[config.mk]
export PLATFORM = sky130hd
export DESIGN_NAME = reg_writeback
export DESIGN_NICKNAME = d
export VERILOG_FILES = /design/src/rtl/reg_writeback_pkg.sv /design/src/rtl/reg_writeback_load_align.sv /design/src/rtl/reg_writeback.sv
export SDC_FILE = /design/constraint.sdc
export NUM_CORES = 1
export LEC_CHECK = 0
export CAP_MARGIN = 0
export CORE_MARGIN = 2
export CORE_UTILIZATION = 49
export DETAILED_ROUTE_END_ITERATION = 10
export PLACE_DENSITY_LB_ADDON = 0.1
export SYNTH_ARGS = -nofsm -noshare
export SYNTH_HDL_FRONTEND = slang
export SYNTH_SLANG_ARGS = --single-unit
export TNS_END_PERCENT = 100
[constraint.sdc]
create_clock -name clk -period 4.05 [get_ports clk]
set_input_delay 0.405 -clock clk [delete_from_list [all_inputs] [get_ports clk]]
set_output_delay 0.405 -clock clk [all_outputs]
set_load 0.01 [all_outputs]
[src/rtl/reg_writeback_pkg.sv]
// Shared encodings for the register writeback stage: load sizes and
// architecturally fixed register numbers.
package reg_writeback_pkg;

  typedef enum logic [1:0] {
    LOAD_WORD = 2'b00,
    LOAD_HALF = 2'b01,
    LOAD_BYTE = 2'b10,
    LOAD_RSVD = 2'b11
  } loadSize_e;

  localparam logic [4:0] REG_ZERO = 5'd0;
  localparam logic [4:0] REG_LINK = 5'd31;

endpackage

[src/rtl/reg_writeback_load_align.sv]
// Big-endian load lane selection and zero/sign extension.
// Misaligned halves fall back to offset[1]; misaligned words pass unchanged.
module load_align
  import reg_writeback_pkg::*;
(
  input  logic [31:0] word,
  input  logic [1:0]  offset,
  input  loadSize_e   size,
  input  logic        loadSigned,
  output logic [31:0] data,
  output logic        misaligned
);

  logic [7:0]  byteSel;
  logic [15:0] halfSel;

  always_comb begin
    case (offset)
      2'd0:    byteSel = word[31:24];
      2'd1:    byteSel = word[23:16];
      2'd2:    byteSel = word[15:8];
      default: byteSel = word[7:0];
    endcase
    halfSel = offset[1] ? word[15:0] : word[31:16];
  end

  always_comb begin
    data       = word;
    misaligned = 1'b0;
    case (size)
      LOAD_BYTE: data = {{24{loadSigned & byteSel[7]}}, byteSel};
      LOAD_HALF: begin
        data       = {{16{loadSigned & halfSel[15]}}, halfSel};
        misaligned = offset[0];
      end
      default:   misaligned = (offset != 2'd0);
    endcase
  end

endmodule

[src/rtl/reg_writeback.sv]
// Writeback stage: resolves destination/data for each accepted result and
// buffers register-file writes in a small FIFO drained around wb_stall.
module reg_writeback
  import reg_writeback_pkg::*;
#(
  parameter int DEPTH = 2
) (
  input  logic                       clk,
  input  logic                       rst_n,
  input  logic                       in_valid,
  output logic                       in_ready,
  input  logic [31:0]                in_instr,
  input  logic [31:0]                in_alu_result,
  input  logic [31:0]                in_mem_data,
  input  logic                       in_reg_write,
  input  logic                       in_reg_dst,
  input  logic                       in_mem_to_reg,
  input  logic                       in_link,
  input  logic                       in_load_signed,
  input  logic [1:0]                 in_load_size,
  input  logic                       wb_stall,
  output logic                       wb_en,
  output logic [4:0]                 wb_addr,
  output logic [31:0]                wb_data,
  output logic                       misalign_err,
  output logic [$clog2(DEPTH):0]     pending
);

  localparam int PtrW = $clog2(DEPTH);
  localparam int CntW = PtrW + 1;

  logic [PtrW-1:0] rdPtr, wrPtr;
  logic [CntW-1:0] count;
  logic [4:0]      addrMem [DEPTH];
  logic [31:0]     dataMem [DEPTH];

  logic [4:0]  destAddr;
  logic [31:0] alignedData, writeData;
  logic        loadMisaligned;
  logic        accept, enqueue, retire;
  logic        unusedInstrBits;

  assign unusedInstrBits = ^{in_instr[31:21], in_instr[10:0]};

  load_align uAlign (
    .word       (in_mem_data),
    .offset     (in_alu_result[1:0]),
    .size       (loadSize_e'(in_load_size)),
    .loadSigned (in_load_signed),
    .data       (alignedData),
    .misaligned (loadMisaligned)
  );

  always_comb begin
    if (in_link)         destAddr = REG_LINK;
    else if (in_reg_dst) destAddr = in_instr[15:11];
    else                 destAddr = in_instr[20:16];
  end

  assign writeData = (in_link || !in_mem_to_reg) ? in_alu_result : alignedData;

  // Readiness deliberately ignores retire so a full buffer never chains
  // through wb_stall into the upstream handshake.
  assign in_ready = rst_n && (count < CntW'(DEPTH));
  assign accept   = in_valid && in_ready;
  assign enqueue  = accept && in_reg_write && (destAddr != REG_ZERO);
  assign retire   = wb_en;

  assign wb_en   = (count != '0) && !wb_stall;
  assign wb_addr = (count != '0) ? addrMem[rdPtr] : 5'd0;
  assign wb_data = (count != '0) ? dataMem[rdPtr] : 32'd0;
  assign pending = count;

  always_ff @(posedge clk) begin
    if (enqueue) begin
      addrMem[wrPtr] <= destAddr;
      dataMem[wrPtr] <= writeData;
    end
  end

  always_ff @(posedge clk or negedge rst_n) begin
    if (!rst_n) begin
      rdPtr        <= '0;
      wrPtr        <= '0;
      count        <= '0;
      misalign_err <= 1'b0;
    end else begin
      if (enqueue) wrPtr <= wrPtr + 1'b1;
      if (retire)  rdPtr <= rdPtr + 1'b1;
      case ({enqueue, retire})
        2'b10:   count <= count + 1'b1;
        2'b01:   count <= count - 1'b1;
        default: count <= count;
      endcase
      misalign_err <= accept && in_mem_to_reg && !in_link && loadMisaligned;
    end
  end

endmodule
==> results of run 1 <==
report_power, final:
group          switching [W]  total, W  internal, W
combinational       0.000508   0.00114     0.000633
clock               0.000270  0.000589     0.000319
sequential          0.000100   0.00107     0.000969
registers in the layout (all words and copies together) (netlist names):
signal / cells
addrMem: 10
dataMem: 64
misalign_err: 1
pending: 2
rdPtr: 1
wrPtr: 1
stage by stage:
step / instances / worst slack, ns
CTS: 582 / 1.17
finish: 582 / 1.21
global route: 582 / 1.06
floorplan: 354 / 1.05
global placement: 566 / 1.21
detailed placement: 566 / 1.21
placed cells by master (no fill, tap or decap), types with 2 or more instances in the layout:
| cell type | n |
|---|---|
| nor4_1 | 2 |
| nor2b_1 | 9 |
| nor2_1 | 65 |
| a31oi_4 | 2 |
| clkbuf_1 | 2 |
| nand2_1 | 7 |
| edfxtp_1 | 74 |
| nand2b_1 | 3 |
| dfrtp_1 | 4 |
| ha_1 | 3 |
| a31oi_2 | 9 |
| mux2_4 | 6 |
| clkbuf_8 | 11 |
| mux2i_1 | 40 |
| xor2_1 | 2 |
| nor2_4 | 2 |
| buf_4 | 8 |
| inv_1 | 12 |
| a21oi_1 | 44 |
| xnor2_1 | 3 |
| clkdlybuf4s50_1 | 126 |
| a31oi_1 | 6 |
| a32oi_1 | 7 |
| a211o_1 | 6 |
| a221o_1 | 7 |
final cells by class:
class	instances	area (µm²)
clock buffer	13	159
clock inverter	3	43.8
fill	619	2530
inverter	12	45.0
multi-input combinational	236	1680
sequential	79	2350
tap	105	131
timing repair buffer	134	1320
kinds of logic (layout without fill, tap and decap cells):
kind of cell               Yosys count  in the layout
AOI/OAI and AO/OA                   87             87
adders and majority gates            3              3
and+or+nand+nor                     93             93
xor gates and xnor gates             5              5
buffers and inverters               39            162
muxes                               48             48
DFF                                 79             79
how the worst min path moves through the flow:
stage                         to       start  cells after the start  slack (ns)
floorplan           misalign_err       rst_n                      0        0.11
global placement      pending[1]  pending[1]                      1        0.52
detailed placement    pending[1]  pending[1]                      1        0.52
CTS                   pending[1]       rst_n                      1        0.29
global route          pending[0]       rst_n                      1        0.28
finish                pending[1]       rst_n                      1        0.29
routing by layer:
metal,vias up,track usage
li1,1551,-
met1,1595,0.296
met5,-,0
met3,12,0.0470
met4,0,0.0704
met2,148,0.389
worst register-to-register path, stage by stage, from the launching register on:
cell and delay (ns):
dfrtp_1 0.42, nor2b_1 0.26, o2111ai_2 0.29, nor2_4 0.38
buf_4 0.43
==> implementation parameters, run 1 <==
Parameter                              Value

Route
  Wire length after detailed routing    10600 µm
  DRC violation total after the first TritonRoute iteration    214
  Residual DRC count    0
  Routed length on met2    5280 µm
  DRT antenna net count    0
  Met3 wire length    828 µm
  Number of detailed-routing iterations run before antenna repair    5
  Detailed-route wire length on metal 1    4350 µm
  Uppermost layer routed    met4
  Vias per cell    5.68
  Average detailed-routed wire length per instance    18.3 µm
  Vias after detailed routing    3306

Critical path
  Peak per-stage delay on the critical path    0.90 ns
  Arrival time of the worst setup path    2.44 ns
  Logic depth of the worst path, buffers included    4
  Endpoint required time on the critical path    3.64 ns
  Setup crit start    rdPtr
  End of the critical path    wb_addr[2]
  R2r setup slk    1.93 ns
  CP startpoint kind    flop
  Series of cell instances along the critical path    buf_4 -> mux2i_1 -> nor2_1 -> clkdlybuf4s50_1
  Maximum fanout along the worst path    26
  Category of the critical setup timing path    flop to output port
  Delay-heaviest family, CP    flip-flops
  Crit. End Element    output port
  Crit-path slowest cell    dfrtp_2
  Cell depth of the worst flop-to-flop path    4
  Number of buffer and inverter stages on the critical path    2
  End of the worst register-to-register path    dataMem[1][26]
  Beginning of the worst register-to-register path    pending[1]

Timing
  Maximum clock frequency    352 MHz
  Final Max Tran Viols    0
  Post-Route Skew    0.0110 ns
  Setup tns final    0 ns
  Hold violation total from the final report    0
  Tightest Pin Transition    0.870 ns
  RSZ-0062 raised after global routing    no
  Worst max-slew margin expressed relative to the limit    0.420
  Clock period minus final worst setup slack    2.84 ns
  Worst hold slack    0.292 ns
  Number of endpoints failing setup at the final stage    0
  Crit share post-route    0.702

Place
  Routability Congestion    0.834
  Count of buffers inserted at the top-level ports    126
  Placed inst area    0.00552 mm²
  HPWL reported at the end of detailed placement    7700 µm

Synth
  Yosys reg bits    79
  Library cell with the largest summed area after synthesis    edfxtp_1
  Fraction of synthesized cell area taken by the top area cell type    0.529
  Count of cell types in the netlist    36
  FFs w/ async S/R, synth    0.0633
  Post-synthesis cell area    0.00420 mm²
  Proportion of synthesized area in mux cells    0.125
  Cell with the most instances after synthesis    edfxtp_1
  XOR/XNOR share of the synthesized area    0.0104
  Number of nets produced by synthesis    464
  Per-instance average area after synthesis    11.9 µm²
  Post-synthesis cell count    354
  Leading cell types by count after synthesis    edfxtp_1, nor2_1, a21oi_1, mux2i_1, inv_1
  Fraction of the mapped netlist area in simple logic gates    0.0959
  Most area-consuming cells after synthesis    edfxtp_1, mux2i_1, nor2_1, a21oi_1, dfrtp_1
  Complex-gate fraction of the synthesized area    0.155
  Number of enable flip-flop cells after synthesis    74
  Flip-flop cell with the highest count after synthesis    edfxtp_1
  Combinational family with the most area after synthesis    compound AO/OA/AOI/OAI gates
  Share of synthesized cell area in full adder, half adder and majority cells    0.00893
  Sequential cell area fraction in the yosys report    0.558
  Yosys warning count    0

Clock tree
  Maximum level of the CTS H-tree    3
  Max Root-Sink Buffers    2
  Source-to-sink clock delay at the later pin of the worst-skew pair    0.34 ns
  Buffer cell driving the clock tree root    clkbuf_8
  Clock tree from TritonCTS    done
  Post-CTS setup buffers    0
  Cts bufs inserted    9
  CTS clk-pin slew, worst paths    0.07 ns
  Clock Sink Count    79
  CTS Hold Bufs    0
  Count of instances resized after the clock tree is built    0

Floorplan
  Initial core utilization    0.509
  Number of primary I/O pins    149
  Die area    0.00933 mm²
  Core box area    0.00826 mm²
  Std-Cell Rows    33
  Die width    96.6 µm
  Die boundary height    96.6 µm

Finish
  Share of the core filled with cells    0.693
  Final net count    582
  Share of layout cells above drive strength 1    0.103
  Area grow syn2layout    36.3%
  Finished Cell Area    0.00573 mm²
  Number of inserted diodes    0

Global route
  Aggregate global routing overflow    0
  Vias in the first global route    3324
  Initial antenna violation count    0
  Gr usage total    0.229
  Maximum number of pins on one net before global-route repair    30
  Wire length of the first global-routing pass    17100 µm

Power and ir drop
  Leak pwr    2.11 nW
  Pwr Total    0.00280 W
  Power density over the cells    489 mW/mm²
  Worst-case vdd ir drop    0.237 mV

Run
  Max cap viols    0

Outcome
  Run status    completed

Worst hold path
  Worst hold path class    primary input to asynchronous set/reset pin
(Power assumes the default switching activity.)
==> inputs of run 2 (changes only) <==
CORE_UTILIZATION = 45   (was 49)
clock period = 2.95 ns   (was 4.05 ns; I/O delays follow)
==> run 2 against run 1 <==
Compared with the run above: worst setup slack worse by 0.66 ns; sequential cell count stayed put; routed wire length is 3.8% lower; cell count is 2.1% higher; largest cell class unchanged; largest power group unchanged.
==> implementation parameters, run 2 (same netlist as run 1, synthesis figures left out) <==
Parameter                              Value

Outcome
  Run status    completed

Clock tree
  Source-to-sink clock delay at the later pin of the worst-skew pair    0.35 ns (about the same)
  Max Root-Sink Buffers    2 (unchanged)
  Buffer cell driving the clock tree root    clkbuf_8
  Cts bufs inserted    9 (unchanged)
  CTS clk-pin slew, worst paths    0.08 ns (about the same)
  Maximum level of the CTS H-tree    3 (unchanged)
  Count of instances resized after the clock tree is built    0 (unchanged)
  Post-CTS setup buffers    0 (unchanged)
  CTS Hold Bufs    0 (unchanged)
  Clock tree from TritonCTS    done
  Clock Sink Count    79 (unchanged)

Timing
  RSZ-0062 raised after global routing    no
  Maximum clock frequency    416 MHz
  Final Max Tran Viols    0 (unchanged)
  Hold violation total from the final report    0 (unchanged)
  Crit share post-route    0.815
  Number of endpoints failing setup at the final stage    0 (unchanged)
  Tightest Pin Transition    0.513 ns (-0.358 ns)
  Post-Route Skew    0.00772 ns (-0.00328 ns)
  Worst max-slew margin expressed relative to the limit    0.658 (+0.238)
  Clock period minus final worst setup slack    2.40 ns

Critical path
  Logic depth of the worst path, buffers included    4 (unchanged)
  Delay-heaviest family, CP    buffers and inverters
  Cell depth of the worst flop-to-flop path    4 (unchanged)
  CP startpoint kind    flop
  Crit. End Element    output port
  R2r setup slk    1.00 ns (-0.93 ns)
  Endpoint required time on the critical path    2.65 ns (-0.99 ns)
  Crit-path slowest cell    dfrtp_2
  Category of the critical setup timing path    flop to output port
  End of the worst register-to-register path    addrMem[1][2]
  Beginning of the worst register-to-register path    pending[1]
  Maximum fanout along the worst path    16 (-38%)
  Series of cell instances along the critical path    buf_4 -> mux2i_1 -> nor2_1 -> clkdlybuf4s50_1
  Setup crit start    rdPtr
  Peak per-stage delay on the critical path    0.67 ns (-0.23 ns)
  End of the critical path    wb_data[9]
  Number of buffer and inverter stages on the critical path    2 (unchanged)
  Arrival time of the worst setup path    2.11 ns (-0.33 ns)

Global route
  Vias in the first global route    3140 (-5.5%)
  Aggregate global routing overflow    0 (unchanged)
  Wire length of the first global-routing pass    15700 µm (-8.1%)
  Gr usage total    0.205 (-0.0242)
  Initial antenna violation count    0 (unchanged)
  Maximum number of pins on one net before global-route repair    38 (+27%)

Finish
  Reg with most FFs    dataMem
  Final net count    588 (+1.0%)
  Area grow syn2layout    37.3%
  Share of the core filled with cells    0.631 (-0.0629)
  Max reg flops    64 (unchanged)
  Number of inserted diodes    0 (unchanged)
  Share of layout cells above drive strength 1    0.118 (+0.0153)
  Finished Cell Area    0.00577 mm² (+0.79%)
  Count of non-filler cells in the finished layout    594 (+2.1%)
  Fill cell total of the finished layout    747 (+21%)
  Commonest cells after routing, fill and taps aside    clkdlybuf4s50_1, edfxtp_1, nor2_1, a21oi_1, mux2i_1
  Leading cell type in the layout, fill and taps excluded    clkdlybuf4s50_1

Power and ir drop
  Worst-case vdd ir drop    0.295 mV (+25%)
  Leak pwr    2.14 nW (+1.0%)
  Power density over the cells    654 mW/mm² (+34%)
  Pwr Total    0.00377 W (+35%)

Run
  Max cap viols    0 (unchanged)

Route
  Wire length after detailed routing    10200 µm (-3.8%)
  Residual DRC count    0 (unchanged)
  Number of detailed-routing iterations run before antenna repair    4 (-1)
  Average detailed-routed wire length per instance    17.2 µm (-5.7%)
  Vias per cell    5.39 (-5.1%)
  DRC violation total after the first TritonRoute iteration    135 (-37%)
  DRT antenna net count    0 (unchanged)
  Vias after detailed routing    3203 (-3.1%)

Place
  Routability Congestion    0.833 (-0.12%)
  Count of placed standard cells including taps    578 (+2.1%)
  Count of buffers inserted at the top-level ports    126 (unchanged)
  HPWL reported at the end of detailed placement    7740 µm (+0.60%)
  Placed inst area    0.00559 mm² (+1.2%)

Floorplan
  Die area    0.0101 mm² (+8.5%)
  Die boundary height    101 µm (+4.2%)
  Initial core utilization    0.459 (-0.0497)
  Std-Cell Rows    35 (+6.1%)
  Number of primary I/O pins    149 (unchanged)
  Die width    101 µm (+4.2%)
  Core box area    0.00915 mm² (+11%)

Worst hold path
  Worst hold path class    primary input to asynchronous set/reset pin
==> run 2: area by class of cell <==
class                           instances  area (µm²)  share of cell area
Timing Repair Buffer                  140        1380               0.239
Clock buffer                            9         124              0.0215
Clock inverter                          7        58.8              0.0102
Multi-Input combinational cell        236        1680               0.291
Sequential cell                        79        2350               0.407
Inverter                               12        45.0             0.00780
Tap cell                              111         139              0.0241
==> run 2: worst min path at each step <==
stage	to	depth (start not counted)	slack, ns	from
floorplan	misalign_err	0	-0.0006	rst_n
global placement	pending[1]	1	0.53	pending[1]
detailed placement	pending[1]	1	0.53	pending[1]
CTS	misalign_err	1	0.16	rst_n
global route	pending[1]	1	0.18	rst_n
finish	pending[1]	1	0.17	rst_n
==> run 2: worst reg2reg max path, cell delays in order (launching register included) <==
cell,delay [ns]
dfrtp_1,0.44
nor2b_1,0.34
o2111ai_2,0.32
nor2_4,0.17
buf_4,0.34
==> run 2: where the power goes <==
group / internal, W / leakage (nW) / total, W / switching (W)
sequential: 0.00133 / 0.728 / 0.00143 / 0.0000995
clock: 0.000315 / 0.0913 / 0.000723 / 0.000408
combinational: 0.000896 / 1.32 / 0.00162 / 0.000725
total: 0.00254 / 2.14 / 0.00377 / 0.00123
==> run 2: stage by stage <==
| step | TNS (ns) | hold WS (ns) | setup slack, ns |
|---|---|---|---|
| floorplan | -3.09 | -0.000591 | -0.0417 |
| global placement | 0 | 0.526 | 0.387 |
| detailed placement | 0 | 0.531 | 0.323 |
| CTS | 0 | 0.161 | 0.511 |
| global route | 0 | 0.181 | 0.416 |
| finish | 0 | 0.170 | 0.546 |
==> run 2: metal layers <==
metal / track usage / routed length, µm / up-vias
li1: - / - / 1562
met1: 0.264 / 4360 / 1513
met2: 0.355 / 5090 / 118
met3: 0.0374 / 645 / 10
met4: 0.0537 / 125 / 0
met5: 0 / 0 / -
